==> config.mk <==
export PLATFORM = sky130hd
export DESIGN_NAME = interleaver_block_feeder
export DESIGN_NICKNAME = d
export VERILOG_FILES = /design/src/rtl/interleaver_block_feeder.sv
export SDC_FILE = /design/constraint.sdc
export NUM_CORES = 1
export LEC_CHECK = 0
export ABC_AREA = 1
export CAP_MARGIN = 20
export CORE_MARGIN = 2
export CORE_UTILIZATION = 30
export DETAILED_ROUTE_END_ITERATION = 8
export PLACE_DENSITY = 0.46
export SKIP_CTS_REPAIR_TIMING = 1
export SKIP_LAST_GASP = 1
export SLEW_MARGIN = 20
export SYNTH_ARGS = -nofsm -noshare
export SYNTH_HDL_FRONTEND = slang
export SYNTH_SLANG_ARGS = --single-unit
==> constraint.sdc <==
create_clock -name clock -period 2 [get_ports clock]
set_input_delay 0.2 -clock clock [delete_from_list [all_inputs] [get_ports clock]]
set_output_delay 0.2 -clock clock [all_outputs]
set_load 0.005 [all_outputs]
==> src/rtl/interleaver_block_feeder.sv <==
// interleaver_block_feeder: collects one K-bit block of bytes into the interleaver shift register,
// then holds ready_out for exactly K cycles while the interleaver emits.
module interleaver_block_feeder #(
  parameter int K_SMALL = 1056,
  parameter int K_LARGE = 6144
) (
  input  logic       clock,
  input  logic       rst,
  input  logic       k_size_6144,
  input  logic       abort,
  input  logic       in_valid,
  input  logic [7:0] in_data,
  output logic       in_ready,
  output logic [7:0] databyte_out,
  output logic       shift_en,
  output logic       ready_out,
  output logic       k_latched,
  output logic       busy,
  output logic       block_done
);
  typedef enum logic [1:0] {IDLE, FILL, EMIT} state_t;
  state_t      r_state;
  logic [9:0]  r_byte_cnt;
  logic [12:0] r_bit_cnt;
  logic        w_accept;
  logic [9:0]  w_byte_nxt;
  logic [9:0]  w_n_bytes;
  logic [12:0] w_k_last;
  assign in_ready   = r_state != EMIT;
  assign busy       = r_state != IDLE;
  assign w_accept   = in_valid & in_ready;
  assign w_byte_nxt = r_byte_cnt + 10'd1;
  assign w_n_bytes  = k_latched ? 10'(K_LARGE / 8) : 10'(K_SMALL / 8);
  assign w_k_last   = k_latched ? 13'(K_LARGE - 1) : 13'(K_SMALL - 1);
  // The first EMIT cycle only raises ready_out, leaving one idle cycle after the last shift.
  always_ff @(posedge clock or negedge rst)
    if (!rst) begin
      r_state      <= IDLE;
      r_byte_cnt   <= '0;
      r_bit_cnt    <= '0;
      databyte_out <= '0;
      shift_en     <= 1'b0;
      ready_out    <= 1'b0;
      k_latched    <= 1'b0;
      block_done   <= 1'b0;
    end else begin
      shift_en   <= 1'b0;
      block_done <= 1'b0;
      if (abort) begin
        r_state    <= IDLE;
        r_byte_cnt <= '0;
        r_bit_cnt  <= '0;
        ready_out  <= 1'b0;
      end else
        case (r_state)
          IDLE:
            if (w_accept) begin
              k_latched    <= k_size_6144;
              r_byte_cnt   <= 10'd1;
              databyte_out <= in_data;
              shift_en     <= 1'b1;
              r_state      <= FILL;
            end
          FILL:
            if (w_accept) begin
              r_byte_cnt   <= w_byte_nxt;
              databyte_out <= in_data;
              shift_en     <= 1'b1;
              if (w_byte_nxt == w_n_bytes) begin
                r_state   <= EMIT;
                r_bit_cnt <= '0;
              end
            end
          EMIT:
            if (!ready_out)
              ready_out <= 1'b1;
            else if (r_bit_cnt == w_k_last) begin
              ready_out  <= 1'b0;
              block_done <= 1'b1;
              r_state    <= IDLE;
              r_byte_cnt <= '0;
              r_bit_cnt  <= '0;
            end else
              r_bit_cnt <= r_bit_cnt + 13'd1;
          default: r_state <= IDLE;
        endcase
    end
endmodule

# Yosys cells after proc, flatten, opt, wreduce, memory -nomap -nowiden
# Index checks and enable logic that the tools add are counted.
[totals]
output_inout_bits = 14
regBits = 37
[classes]
n_bitwise = 2
n_eq_ne = 10
addsub = 2
n_reduce_logical = 11
n_mux = 32
[op_table]
columns = ["op", "count"]
rows = [
  ["two-way mux 13 bit", 6],
  ["two-way mux 10 bit", 6],
  ["case mux 10 bit (3 select lines)", 1],
  ["case mux 13 bit (2 select lines)", 1],
  ["!= test 3 bit (second input constant)", 5],
  ["adder 13 x 1 -> 13 bit (second input constant)", 1],
  ["equality test 13 bit", 1],
  ["two-way mux 2 bit", 6],
  ["two-way mux 1 bit", 11],
  ["adder 10 x 1 -> 10 bit (second input constant)", 1],
  ["equality test 10 bit", 1],
  ["AND reduction 5 bit", 2],
  ["case mux 2 bit (3 select lines)", 1],
  ["AND reduction 3 bit", 2],
  ["AND reduction 4 bit", 1],
  ["nonzero test 2 bit", 2],
  ["nonzero test 4 bit", 1],
  ["nonzero test 3 bit", 1],
  ["equality test 2 x 1 -> 1 bit (second input constant)", 1],
  ["equality test 2 bit (second input constant)", 1],
  ["logical NOT 2 bit", 1],
  ["!= test 2 bit (second input constant)", 1],
  ["OR reduction 2 bit", 1],
  ["AND 1 bit", 1],
  ["NOT 1 bit", 1],
]

# Longest topological paths before layout
[depth]
word_depth = 6
mapped_depth = 15
ltp_nobuf = 14

# Least setup slack after synthesis
# OpenSTA, ideal clock, no wires.
[synth_path]
path_type = "register to register"
startpoint = "register r_byte_cnt[0]"
endpoint = "register r_bit_cnt[7]"
stages_incl_launch_ff = 14
arrival_time_ps = 1644
setup_ps = 117
n_path_buf = 1
setup_slack_ps = 239
path_cell_list = "dfrtp_1 ha_1 nand2_2 inv_1 a21o_1 nand2_1 nand2_1 nor2_1 nand3_2 nand2_4 nand2_4 buf_6 nand2_1 nand2_1"
[synth_via]
elab_chain_len = 4
[synth_rtl]
columns = ["element", "line", "source"]
rows = [
  ["start, declared", "23", "logic [9:0] r_byte_cnt;"],
  ["start signal, assigned", "66", "r_byte_cnt <= w_byte_nxt;"],
  ["adder 10 x 1 -> 10 bit", "32", "assign w_byte_nxt = r_byte_cnt + 10'd1;"],
  ["equality test 10 bit", "69", "if (w_byte_nxt == w_n_bytes) begin"],
  ["!= test 3 bit (no line)", "n/a", ""],
  ["AND reduction 4 bit (no line)", "n/a", ""],
  ["end signal, assigned", "84", "r_bit_cnt <= r_bit_cnt + 13'd1;"],
  ["end, declared", "24", "logic [12:0] r_bit_cnt;"],
]
# No other way between the ends.
# A chain may end at the register's enable or synchronous reset.

# Worst setup path in the final report
[layout_path]
startpoint = "register r_state[0]"
endpoint = "output port in_ready"
[layout_via]
elab_chain_len = 1
[layout_rtl]
columns = ["element", "line", "source"]
rows = [
  ["start, declared", "22", "state_t r_state;"],
  ["start signal, assigned", "38", "r_state <= IDLE;"],
  ["start signal, assigned", "50", "r_state <= IDLE;"],
  ["start signal, assigned", "62", "r_state <= FILL;"],
  ["!= test 2 bit", "29", "assign in_ready = r_state != EMIT;"],
  ["end, declared", "13", "output logic in_ready,"],
]
# No other way between the ends.

==> impl_metrics.toml <==
[cells_and_area]
fin_util_pct = 40.36
nNetsFinal = 368
antenna_cells = 0
layout-drive-gt1-share_pct = 20.57
syn_to_final_growth_pct = 29.44
fin_area_um2 = 2943

[yosys]
synthCells = 295
async_flop_share_pct = 100.0
synth_top_area_cell = "dfrtp_1"
synth_most_common_cell = "nand2_1"
ys_seq_area_share_pct = 40.73
ys_warn_count = 0
synth_fp_nets = 314
netlist_top_cells_area = "dfrtp_1 41%, nand2_1 15%, nand3_1 6.2%"
syn_area_um2 = 2273
synth.avg_cell_area_um2 = 7.707
synth_cell_types = 33
synth_top_area_share_pct = 40.73
synth_top_cells_by_count = "93 x nand2_1, 37 x dfrtp_1, 28 x nand3_1, 27 x inv_1, 27 x nor2_1"
dominantRegCellSynth = "dfrtp_1"
synth_edf_count = 0
synth-seq-cells = 37

[global_routing]
grt_use_total_pct = 13.43
antenna_found_initial = 0
busiest_layer = "met2"
use_met3_pct = 2.656
use_met1_pct = 18.93
grt_pass1_wl_mm = 9.149
grt_pass1_vias = 2013
grt_max_degree = 21
grtUsageMet2_pct = 20.68
grt_remaining_overflow = 0

[worst_hold_path]
hold_class = "in2async"

[drt]
postRouteAntennaNets = 0
drtIter0Drc = 139
post_drt_wl_per_cell_um = 11.58
vias = 2013
drt_wl_total_mm = 5.200
drc = 0
firstDrtPassIters = 4
viasPerCell = 4.483

[clock_network]
clk_latency_ns = 0.29
clock_path_buffers = 2
htreeDepth = 2
clk_pin_slew_worst_paths_ns = 0.08
cts_tree = "done"
cts.sinks = 37
cts_buffers = 5
cts_root_buf = "clkbuf_8"

[floorplanning]
dieArea_um2 = 8290
dieHeight_um = 91.05
core-area_um2 = 7292
rows = 31
initial_utilization_pct = 31.18
io_pins = 27
die_w_um = 91.05

[worst_setup_path]
critPathLaunchType = "register"
r2r-end = "r_byte_cnt[4]$_DFFE_PN0P_"
crit_arrival_ns = 1.69
critPathCapture = "in_ready"
critical_path_peak_fanout = 4
cp-end-kind = "output pin"
required_ns = 1.80
crit_path_start = "r_state[0]$_DFFE_PN0P_"
reg2reg_depth = 11
reg2reg_slack_ns = 0.14
critPathKind = "reg2out"
r2r-start = "r_bit_cnt[0]$_DFFE_PN0P_"

[status]
status = "complete, no violations"

[flow_run]
cap_violations = 0

[placed_design]
dpl_cell_area_um2 = 2818
place_congestion = 0.8419
hpwl_mm = 3.863
io_buffers = 26

[power]
powerDensity_nw_per_um2 = 1020
peakVddDrop_mv = 0.4810
power_uw = 3001
power_leakage_uw = 0.001379

[timing]
skew_ns = 0.006357
fmax_mhz = 529.3
setup_tns_ns = 0
maxSlewHeadroom_pct = 67.05
post-route-period-util_pct = 94.46
rsz0062_at_grt = "yes"
drv_slew = 0
finalSetupViolCount = 0
hold_viol_final = 0
period_minus_slack_ns = 1.889
worstMarginPinSlew_ns = 0.4942
timing.hold.ws_ns = 0.3955
==> cell type report <==
class	count	area, µm²
Clock buffer	5	68.82
Clock inverter	3	22.52
Fill cell	787	4349
Inverter	29	108.9
Multi-Input combinational cell	221	1192
Sequential cell	37	925.9
Tap cell	99	123.9
Timing Repair Buffer	55	500.5
==> where the power goes <==
group | internal, µW | total (µW) | switching [µW]
Clock | 245 | 547 | 302
Sequential | 886 | 975 | 89.4
Combinational | 706 | 1480 | 773
Total | 1840 | 3000 | 1160
==> worst min path at each step <==
stage / slack, ns / to / cells after the start
2_1_floorplan: -0.1 / block_done$_DFF_PN0_ / 0
4_1_cts: -0.12 / r_bit_cnt[0]$_DFFE_PN0P_ / 1
3_3_place_gp: 0.19 / r_bit_cnt[0]$_DFFE_PN0P_ / 1
5_1_grt: 0.44 / r_bit_cnt[0]$_DFFE_PN0P_ / 2
6_report: 0.40 / r_bit_cnt[0]$_DFFE_PN0P_ / 2
3_5_place_dp: 0.20 / r_bit_cnt[0]$_DFFE_PN0P_ / 1
==> critical path, stage by stage, from the launching register on <==
cell	delay [ns]
dfrtp_1	0.38
inv_1	0.07
ha_1	0.22
inv_1	0.12
buf_4	0.12
clkdlybuf4s50_1	0.49
==> placed cells by master (no fill, tap or decap), drive strengths merged, types with 2 or more instances in the layout <==
| cell | netlist | layout |
|---|---|---|
| o21ai | 13 | 13 |
| nor3b | 2 | 2 |
| clkbuf | 2 | 5 |
| clkdlybuf4s50 | 0 | 25 |
| clkinvlp | 0 | 3 |
| ha | 6 | 6 |
| nand4 | 9 | 9 |
| xnor2 | 2 | 2 |
| nand3 | 30 | 30 |
| inv | 29 | 29 |
| nand2 | 100 | 100 |
| xor2 | 7 | 7 |
| nor2 | 30 | 30 |
| nor3 | 6 | 6 |
| buf | 6 | 29 |
| a21oi | 5 | 5 |
| dfrtp | 37 | 37 |
| or2 | 3 | 3 |
| nand3b | 2 | 2 |
==> flip-flops by register name, summed over array words and instances, names as in the netlist <==
register and count:
block_done 1, databyte_out 8, k_latched 1, r_bit_cnt 13
r_byte_cnt 10, r_state 2, ready_out 1, shift_en 1
==> through the flow <==
stage,std cells,setup WS (ns)
4_1_cts,447,-0.3797
3_5_place_dp,439,-0.4382
6_report,449,0.1108
2_1_floorplan,295,0.2390
3_3_place_gp,439,-0.4084
5_1_grt,449,-0.009895
==> per-layer routing <==
layer	wire length, µm	up-vias
met5	0	-
met4	70	0
met3	179	6
met2	2208	33
met1	2742	920
li1	-	1054
==> kinds of logic after synthesis <==
| logic type | after synthesis | share of synthesized area [%] |
|---|---|---|
| and+or+nand+nor | 184 | 37.70 |
| AOI/OAI and AO/OA | 22 | 7.264 |
| adders and majority gates | 6 | 3.302 |
| buffers and inverters | 37 | 7.540 |
| xor gates and xnor gates | 9 | 3.467 |
| DFF | 37 | 40.73 |
(Power assumes the default switching activity.)
